==> config.mk <==
export PLATFORM = sky130hd
export DESIGN_NAME = clock_set_sequencer
export DESIGN_NICKNAME = d
export VERILOG_FILES = /design/src/rtl/clock_set_sequencer.sv
export SDC_FILE = /design/constraint.sdc
export NUM_CORES = 1
export LEC_CHECK = 0
export ABC_AREA = 1
export CELL_PAD_IN_SITES_DETAIL_PLACEMENT = 0
export CELL_PAD_IN_SITES_GLOBAL_PLACEMENT = 1
export CORE_ASPECT_RATIO = 1.25
export CORE_MARGIN = 4
export CORE_UTILIZATION = 32
export DETAILED_ROUTE_END_ITERATION = 8
export PLACE_DENSITY = 0.87
export SYNTH_ARGS = -nofsm -noshare
export SYNTH_HDL_FRONTEND = slang
export SYNTH_SLANG_ARGS = --single-unit
==> constraint.sdc <==
create_clock -name clk_i -period 2.52 [get_ports clk_i]
set_input_delay 0.756 -clock clk_i [delete_from_list [all_inputs] [get_ports clk_i]]
set_output_delay 0.756 -clock clk_i [all_outputs]
set_load 0.05 [all_outputs]
==> src/rtl/clock_set_sequencer.sv <==
// Steps the digital clock's manual time-set buttons until every field matches a requested
// value. Fields go month first so that the date modulus is known before the date is set.
module clock_set_sequencer #(
  parameter int unsigned NS = 60,
  parameter int unsigned NH = 24,
  parameter int unsigned ND = 7,
  parameter int unsigned NM = 12,
  parameter int unsigned W  = 7
) (
  input  logic         clk_i,
  input  logic         rst_i,
  input  logic         start_i,
  input  logic         abort_i,
  input  logic [W-1:0] tgt_min_i,
  input  logic [W-1:0] tgt_hrs_i,
  input  logic [W-1:0] tgt_day_i,
  input  logic [W-1:0] tgt_date_i,
  input  logic [W-1:0] tgt_mon_i,
  input  logic [W-1:0] cur_min_i,
  input  logic [W-1:0] cur_hrs_i,
  input  logic [W-1:0] cur_day_i,
  input  logic [W-1:0] cur_date_i,
  input  logic [W-1:0] cur_mon_i,
  output logic         timeset_o,
  output logic         minadv_o,
  output logic         hrsadv_o,
  output logic         dayadv_o,
  output logic         datadv_o,
  output logic         monadv_o,
  output logic         busy_o,
  output logic         done_o,
  output logic         err_o
);

  typedef enum logic [3:0] {
    StIdle, StMonChk, StMonAdv, StDateChk, StDateAdv, StDayChk, StDayAdv,
    StHrsChk, StHrsAdv, StMinChk, StMinAdv, StDone
  } state_e;

  function automatic logic [W-1:0] month_len(input logic [W-1:0] m);
    case (m)
      W'(0), W'(2), W'(4), W'(6), W'(7), W'(9), W'(11): return W'(31);
      W'(1):                                            return W'(29);
      default:                                          return W'(30);
    endcase
  endfunction

  state_e       state_q, state_d;
  logic [W-1:0] step_q, step_d;
  logic [W-1:0] tgt_min_q, tgt_min_d, tgt_hrs_q, tgt_hrs_d, tgt_day_q, tgt_day_d;
  logic [W-1:0] tgt_date_q, tgt_date_d, tgt_mon_q, tgt_mon_d;
  logic         err_d;

  logic [W-1:0] cur_sel, tgt_sel, mod_sel, start_len;
  state_e       match_st, adv_st;
  logic         start_bad;

  assign start_len = month_len(tgt_mon_i);
  assign start_bad = (tgt_min_i >= W'(NS)) || (tgt_hrs_i >= W'(NH)) ||
                     (tgt_day_i >= W'(ND)) || (tgt_mon_i >= W'(NM));

  // Per-field operands for the shared CHK handler below.
  always_comb begin
    cur_sel  = '0;
    tgt_sel  = '0;
    mod_sel  = '0;
    match_st = StIdle;
    adv_st   = StIdle;
    case (state_q)
      StMonChk: begin
        cur_sel = cur_mon_i;  tgt_sel = tgt_mon_q;  mod_sel = W'(NM);
        match_st = StDateChk; adv_st = StMonAdv;
      end
      StDateChk: begin
        cur_sel = cur_date_i; tgt_sel = tgt_date_q; mod_sel = month_len(tgt_mon_q);
        match_st = StDayChk;  adv_st = StDateAdv;
      end
      StDayChk: begin
        cur_sel = cur_day_i;  tgt_sel = tgt_day_q;  mod_sel = W'(ND);
        match_st = StHrsChk;  adv_st = StDayAdv;
      end
      StHrsChk: begin
        cur_sel = cur_hrs_i;  tgt_sel = tgt_hrs_q;  mod_sel = W'(NH);
        match_st = StMinChk;  adv_st = StHrsAdv;
      end
      StMinChk: begin
        cur_sel = cur_min_i;  tgt_sel = tgt_min_q;  mod_sel = W'(NS);
        match_st = StDone;    adv_st = StMinAdv;
      end
      default: ;
    endcase
  end

  always_comb begin
    state_d    = state_q;
    step_d     = step_q;
    tgt_min_d  = tgt_min_q;
    tgt_hrs_d  = tgt_hrs_q;
    tgt_day_d  = tgt_day_q;
    tgt_date_d = tgt_date_q;
    tgt_mon_d  = tgt_mon_q;
    err_d      = 1'b0;
    case (state_q)
      StIdle: begin
        if (start_i && !abort_i) begin
          if (start_bad) begin
            err_d = 1'b1;
          end else begin
            tgt_min_d  = tgt_min_i;
            tgt_hrs_d  = tgt_hrs_i;
            tgt_day_d  = tgt_day_i;
            tgt_mon_d  = tgt_mon_i;
            tgt_date_d = (tgt_date_i >= start_len) ? start_len - W'(1) : tgt_date_i;
            step_d     = '0;
            state_d    = StMonChk;
          end
        end
      end
      StMonChk, StDateChk, StDayChk, StHrsChk, StMinChk: begin
        if (cur_sel == tgt_sel) begin
          state_d = match_st;
          step_d  = '0;
        end else if (step_q >= mod_sel) begin
          // A full lap without a match means the clock is not following our pulses.
          err_d   = 1'b1;
          state_d = StIdle;
        end else begin
          step_d  = step_q + W'(1);
          state_d = adv_st;
        end
      end
      StMonAdv:  state_d = StMonChk;
      StDateAdv: state_d = StDateChk;
      StDayAdv:  state_d = StDayChk;
      StHrsAdv:  state_d = StHrsChk;
      StMinAdv:  state_d = StMinChk;
      StDone:    state_d = StIdle;
      default:   state_d = StIdle;
    endcase
    if (abort_i && (state_q != StIdle)) begin
      state_d = StIdle;
      err_d   = 1'b0;
    end
  end

  always_ff @(posedge clk_i or posedge rst_i) begin
    if (rst_i) begin
      state_q    <= StIdle;
      step_q     <= '0;
      tgt_min_q  <= '0;
      tgt_hrs_q  <= '0;
      tgt_day_q  <= '0;
      tgt_date_q <= '0;
      tgt_mon_q  <= '0;
      timeset_o  <= 1'b0;
      minadv_o   <= 1'b0;
      hrsadv_o   <= 1'b0;
      dayadv_o   <= 1'b0;
      datadv_o   <= 1'b0;
      monadv_o   <= 1'b0;
      busy_o     <= 1'b0;
      done_o     <= 1'b0;
      err_o      <= 1'b0;
    end else begin
      state_q    <= state_d;
      step_q     <= step_d;
      tgt_min_q  <= tgt_min_d;
      tgt_hrs_q  <= tgt_hrs_d;
      tgt_day_q  <= tgt_day_d;
      tgt_date_q <= tgt_date_d;
      tgt_mon_q  <= tgt_mon_d;
      // Outputs are decoded from the next state so they line up with state_q.
      timeset_o  <= !(state_d inside {StIdle, StDone});
      minadv_o   <= (state_d == StMinAdv);
      hrsadv_o   <= (state_d == StHrsAdv);
      dayadv_o   <= (state_d == StDayAdv);
      datadv_o   <= (state_d == StDateAdv);
      monadv_o   <= (state_d == StMonAdv);
      busy_o     <= (state_d != StIdle);
      done_o     <= (state_d == StDone);
      err_o      <= err_d;
    end
  end

endmodule

After elaboration in Yosys (flattened, before gate mapping)
Memories as Yosys holds them, arrays and structs flattened.
Index checks and enable logic that the tools add are counted.
{"block": "totals", "inputBits": 74, "romBits": 64, "mem_count": 2, "wordCells": 90, "ff_bits": 55, "out_inout_bits": 9}
{"name": "(no name shown)", "depth": 16, "width": 2, "read_ports": 1, "rd_clocked_by_memory_dff": 0, "write_ports": 0, "line_no": "41", "source": "case (m)"}
{"name": "(no name shown)", "depth": 16, "width": 2, "read_ports": 1, "rd_clocked_by_memory_dff": 0, "write_ports": 0, "line_no": "41"}
{"block": "classes", "add_sub_neg": 2, "n_eq_ne": 20, "n_reduce_logical": 18, "n_bitwise": 1, "muxes": 25, "n_lt_le_gt_ge": 6}
{"cell": "7-bit case mux with 5 select lines", "count": 3}
{"cell": "7-bit two-way mux", "count": 7}
{"cell": "4-bit case mux with 5 select lines", "count": 2}
{"cell": "4-bit case mux with 7 select lines", "count": 1}
{"cell": "4-bit by 3-bit equality test with 1-bit output (second input constant)", "count": 6}
{"cell": "4-bit equality test (second input constant)", "count": 6}
{"cell": "4-bit two-way mux", "count": 5}
{"cell": "7-bit greater-or-equal comparator", "count": 2}
{"cell": "7-bit case mux with 2 select lines", "count": 1}
{"cell": "4-bit by 2-bit equality test with 1-bit output (second input constant)", "count": 3}
{"cell": "4-bit logical NOT", "count": 2}
{"cell": "4-bit nonzero test", "count": 2}
{"cell": "7-bit by 1-bit adder with 7-bit output (second input constant)", "count": 1}
{"cell": "7-bit equality test", "count": 1}
{"cell": "7-bit by 3-bit greater-or-equal comparator with 1-bit output (second input constant)", "count": 1}
{"cell": "7-bit by 4-bit greater-or-equal comparator with 1-bit output (second input constant)", "count": 1}
{"cell": "7-bit by 5-bit greater-or-equal comparator with 1-bit output (second input constant)", "count": 1}
{"cell": "7-bit by 6-bit greater-or-equal comparator with 1-bit output (second input constant)", "count": 1}
{"cell": "7-bit by 1-bit subtractor with 7-bit output (second input constant)", "count": 1}
{"cell": "3-bit logical NOT", "count": 2}
{"cell": "1-bit two-way mux", "count": 5}
{"cell": "5-bit OR reduction", "count": 1}
{"cell": "4-bit by 1-bit equality test with 1-bit output (second input constant)", "count": 1}
{"cell": "2-bit inequality test (second input constant)", "count": 2}
{"cell": "9 further kinds", "count": 14}

Longest topological paths before layout
{"block": "logic_depth", "ltp_word": 11, "depth_mapped": 20, "mapped_depth_nobuf": 19}

Worst setup path after synthesis
Ideal clock, no wire load.
{"block": "synth_path", "path_kind": "input-to-reg", "startpoint": "input port tgt_mon_i[0]", "endpoint": "register tgt_date_q[1]", "n_path_buf": 0, "path_stages": 14, "setup_ps": 118, "t_required_ps": 2402, "path_slack_ps": -42, "arrival_time_ps": 2444, "cell_sequence": "inv_1 -> or2_2 -> nand2_1 -> nand2_1 -> a21oi_1 -> ha_1 -> inv_1 -> nand2_1 -> a21oi_1 -> nor2_1 -> nor3_1 -> o21ai_0 -> a21oi_1 -> nor2_1"}
{"block": "synth_between", "elab_chain_cells": 4, "elab_cells_between_ends": 9, "cone_classes": "add/sub: 1; order compare: 2; mux: 2; bitwise: 1; reduce/logical: 2; memory: 1"}
{"item": "from (decl)", "line_no": "18", "source": "input logic [W-1:0] tgt_mon_i,"}
{"item": "memory 16 x 2 bit / 7-bit by 4-bit greater-or-equal comparator with 1-bit output (equally long branches)"}
{"item": "7-bit two-way mux / 1-bit logical OR (equally long branches)", "line_no": "41, 60"}
{"item": "7-bit by 1-bit subtractor with 7-bit output, or another cell as far along", "line_no": "113", "source": "tgt_date_d = (tgt_date_i >= start_len) ? start_len - W'(1) : tgt_date_i;"}
{"item": "7-bit two-way mux / 3-bit AND reduction (equally long branches)"}
{"item": "to (signal assigned)", "line_no": "170", "source": "tgt_date_q <= tgt_date_d;"}
{"item": "to (decl)", "line_no": "51", "source": "logic [W-1:0] tgt_date_q, tgt_date_d, tgt_mon_q, tgt_mon_d;"}
Parallel ways exist; a longest one is shown, timed or not.
A chain may end at the register's enable or synchronous reset.

Worst setup path in the final report
{"block": "layout_path", "startpoint": "register state_q[1]", "endpoint": "register timeset_o"}
{"block": "layout_between", "elab_chain_cells": 10, "elab_cells_between_ends": 31, "cone_classes": "order compare: 1; eq/ne: 12; mux: 11; reduce/logical: 7"}
{"item": "from (decl)", "line_no": "48", "source": "state_e state_q, state_d;"}
{"item": "from (signal assigned)", "line_no": "148", "source": "state_q <= StIdle;"}
{"item": "from (signal assigned)", "line_no": "165", "source": "state_q <= state_d;"}
{"item": "4-bit equality test, or another cell as far along", "line_no": "69, 103"}
{"item": "7-bit case mux with 5 select lines", "line_no": "69", "source": "case (state_q)"}
{"item": "7-bit greater-or-equal comparator", "line_no": "123", "source": "end else if (step_q >= mod_sel) begin"}
{"item": "4-bit two-way mux", "line_no": "123"}
{"item": "4-bit two-way mux", "line_no": "120", "source": "if (cur_sel == tgt_sel) begin"}
{"item": "4-bit case mux with 7 select lines", "line_no": "103", "source": "case (state_q)"}
{"item": "4-bit two-way mux (*)", "line_no": "140", "source": "if (abort_i && (state_q != StIdle)) begin"}
{"item": "4-bit equality test / 4-bit logical NOT (equally long branches)", "line_no": "173", "source": "timeset_o <= !(state_d inside {StIdle, StDone});"}
{"item": "2-bit nonzero test (*)", "line_no": "173"}
{"item": "1-bit logical NOT (*)", "line_no": "173"}
{"item": "to (signal assigned)", "line_no": "173"}
{"item": "to (decl)", "line_no": "24", "source": "output logic timeset_o,"}
Mark *: on every way between the ends. The rest lies on a longest branch, timed or not.

==> impl_metrics.py <==
metrics = {
    "status": {
        "status": "complete, but fails checks",
        "violations": "negative setup slack",
    },
    "clocking": {
        "cts-root-buf": "clkbuf_16",
        "clock_path_buffers": 2,
        "clk_pin_slew_worst_paths_ns": 0.07,
        "cts_max_level": 2,
        "cts-buffers-inserted": 5,
        "worstSkewPairLatency_ns": 0.30,
        "clkSinkCount": 55,
        "cts_tree": "built",
        "postCtsHoldBufs": 0,
    },
    "die": {
        "start_util_pct": 33.2,
        "pin_count": 83,
        "core_um2": 10700,
        "rows": 42,
        "fp.dieH_um": 126,
        "die_area_um2": 12900,
        "die_w_um": 102,
    },
    "synth": {
        "seq_area_frac_synth_pct": 38.7,
        "synthAdderAreaFrac_pct": 3.52,
        "syn_nets": 623,
        "syn_area_per_cell_um2": 6.60,
        "synth_edf_count": 0,
        "ys_types": 32,
        "synthXorXnorAreaFrac_pct": 0.492,
        "yosys.area.top_type": "dfrtp_1",
        "async_reset_ff_share_pct": 100,
        "synth_top_family_by_area": "simple AND/OR/NAND/NOR gates",
        "yosysWarnings": 0,
        "yosys_most_used_dff": "dfrtp_1",
        "synthSimpleGateAreaFrac_pct": 40.3,
        "synth.area.top_cells": "dfrtp_1, nand2_1, nor2_1",
        "synthCells": 539,
        "syn_area_um2": 3560,
        "synth-compound-area-share_pct": 7.67,
        "synth.top_cell.area_share_pct": 38.7,
        "ys_ff_latch": 55,
        "synthMuxAreaShare_pct": 0,
    },
    "timing": {
        "finalCritPeriodShare_pct": 102,
        "fmax_mhz": 389,
        "clock_skew_ns": 0.00513,
        "setup_viol": 9,
        "fin_hold_ws_ns": 0.475,
        "final_hold_viol_count": 0,
        "rsz0062_at_grt": "true",
        "worst_pin_slew_ns": 0.498,
        "finalSetupTns_ns": -0.238,
        "slew_viol_final": 0,
        "relSlewSlack_pct": 66.7,
        "fin_ws_ns": -0.0533,
        "period_needed_ns": 2.57,
    },
    "grt": {
        "overflow": 0,
        "track_usage_pct": 17.4,
        "grt_pass1_wl_um": 17800,
        "antenna_found_initial": 0,
        "grt_start_max_net_pins": 56,
        "grt_pass1_vias": 3905,
    },
    "detailed_routing": {
        "finalWirelength_um": 11500,
        "post_drt_wl_per_cell_um": 13.9,
        "drt_iter0_markers": 159,
        "via_count": 3979,
        "viasPerCell": 4.78,
        "drt_first_pass_iters": 4,
        "drc": 0,
        "antenna_left": 0,
    },
    "hold_path": {
        "hold_start": "tgt_min_q[2]$_DFFE_PP0P_",
        "min_to": "tgt_min_q[2]$_DFFE_PP0P_",
        "hold_class": "flip-flop to flip-flop",
        "holdPathStages": 2,
    },
    "layout": {
        "fin_area_um2": 5690,
        "drive_gt1_share_pct": 25.0,
        "fin_nets": 783,
        "final_cells": 832,
        "n_antenna_cell": 0,
        "area_delta_synth_final_pct": 59.8,
    },
    "placement": {
        "dpl.cell_count": 811,
        "gp_congestion": 0.878,
        "hpwl_um": 8440,
        "placement.io_buffers": 82,
        "place_area_um2": 5020,
        "post-place-ws_ns": -0.501,
    },
    "critical_path": {
        "critical_path_class": "flip-flop to flip-flop",
        "worstPathArrival_ns": 2.77,
        "cp_max_fo": 5,
        "endpoint_kind": "flip-flop",
        "rrSetupSlack_ns": -0.05,
        "reg2reg_from": "state_q[1]$_DFF_PP0_",
        "rr_endpoint": "timeset_o$_DFF_PP0_",
        "crit_required_ns": 2.71,
        "r2r_cells": 18,
        "cp-start-kind": "flip-flop",
    },
    "run": {
        "max_cap_viol_count": 0,
    },
    "pwr": {
        "p_per_area_nw_per_um2": 732,
        "p_leak_uw": 0.00306,
        "peakVddDrop_uv": 369,
    },
}
Yosys cell counts (2+ instances only):
| library cell | n |
|---|---|
| xor2_1 | 2 |
| a21oi_1 | 14 |
| buf_6 | 2 |
| nor2_2 | 9 |
| ha_1 | 10 |
| o21ai_0 | 24 |
| nand2_1 | 182 |
| nor2_1 | 76 |
| nor4_1 | 3 |
| nand3_1 | 55 |
| o21ai_2 | 2 |
| inv_1 | 67 |
| nand4_1 | 4 |
| a21oi_2 | 2 |
| o22ai_1 | 2 |
| dfrtp_1 | 55 |
| inv_2 | 2 |
| clkbuf_1 | 4 |
| nand2_2 | 3 |
| nor3_1 | 6 |
| buf_2 | 4 |
cells in the final DEF (no fill, tap or decap), drive strengths merged:
cell	count
o22ai	2
xor2	2
inv	69
nor2	85
clkbuf	6
dfrtp	55
buf	82
clkdlybuf4s15	1
a21oi	16
dlymetal6s2s	7
nor3b	1
o21a	1
o311ai	1
o21ai	26
nand3	56
nand4	4
nor3	6
clkinvlp	2
clkdlybuf4s50	73
nor4	3
ha	10
o21bai	1
nand3b	1
or2	1
bufinv	2
nand2	187
critical path, cell delays in order (launching register included):
cell and delay [ns]:
dfrtp_1 0.44, buf_6 0.15, nand2_4 0.06, inv_1 0.08
nand2_1 0.07, nand2_1 0.11, o21ai_2 0.08, ha_1 0.31
nand3b_1 0.09, nand2_1 0.07, nand4_1 0.08, o311ai_1 0.10
nor2_1 0.15, o21bai_4 0.19, nand2_1 0.10, nand2_2 0.10
nand3_1 0.12, nor2_4 0.12, nor2_2 0.04
per-layer routing:
metal / vias to the layer above / GRT usage (%) / wire length (µm)
met3: 11 / 2.27 / 363
met4: 0 / 5.87 / 206
met2: 87 / 32.6 / 6370
li1: 2017 / - / -
met5: - / 0 / 0
met1: 1864 / 19.8 / 4580
how the worst max path moves through the flow:
stage | cells past startpoint | start | slack (ns) | endpoint
after floorplan | 18 | state_q[3]$_DFF_PP0_ | 0.04 | busy_o$_DFF_PP0_
after global placement | 16 | tgt_mon_i[0] | -0.40 | tgt_date_q[1]$_DFFE_PP0P_
after detailed placement | 16 | tgt_mon_i[0] | -0.50 | tgt_date_q[2]$_DFFE_PP0P_
after CTS | 17 | state_q[1]$_DFF_PP0_ | -0.02 | hrsadv_o$_DFF_PP0_
after global routing | 18 | state_q[1]$_DFF_PP0_ | -0.25 | step_q[4]$_DFFE_PP0P_
final | 18 | state_q[1]$_DFF_PP0_ | -0.05 | timeset_o$_DFF_PP0_
power breakdown:
part / switching [µW] / internal (µW)
sequential: 89.4 / 968
combinational: 1220 / 992
clock: 329 / 570
total: 1640 / 2530
what timing repair did:
| action | 4_1_cts | 5_1_grt |
|---|---|---|
| endpoints found under the setup margin | 22 | 44 |
| setup buffers | 4 | 8 |
| gates resized for setup | 31 | 84 |
| pin swaps | 11 | 33 |
| gates cloned | 1 | 0 |
| endpoints found under the hold margin | 0 | 0 |
flip-flops by register name, indices dropped and copies added (netlist names):
| name | count |
|---|---|
| datadv_o | 1 |
| minadv_o | 1 |
| state_q | 4 |
| monadv_o | 1 |
| step_q | 7 |
| tgt_min_q | 7 |
| tgt_date_q | 7 |
| err_o | 1 |
| timeset_o | 1 |
| dayadv_o | 1 |
| busy_o | 1 |
| tgt_mon_q | 7 |
| tgt_hrs_q | 7 |
| done_o | 1 |
| tgt_day_q | 7 |
| hrsadv_o | 1 |
through the flow:
stage | util [%] | total power [µW]
after CTS | 49.7 | 3930
final | 53.0 | 4170
after floorplan | - | 2130
after global placement | 46.8 | 2840
after detailed placement | 46.8 | 2870
after global routing | 53.0 | 4430
cell type report:
type	count	area, µm²
tap	132	165
sequential	55	1380
fill	1034	5030
multi-input combinational	403	2160
clock inverter	3	67.6
inverter	70	267
timing repair buffer	164	1520
clock buffer	5	125
cell families after synthesis:
family,Yosys count
AOI/OAI and AO/OA,47
xor gates and xnor gates,2
adders and majority gates,10
buffers and inverters,82
DFF,55
and+or+nand+nor,343
Note: power is estimated with default switching activity, not from simulation.
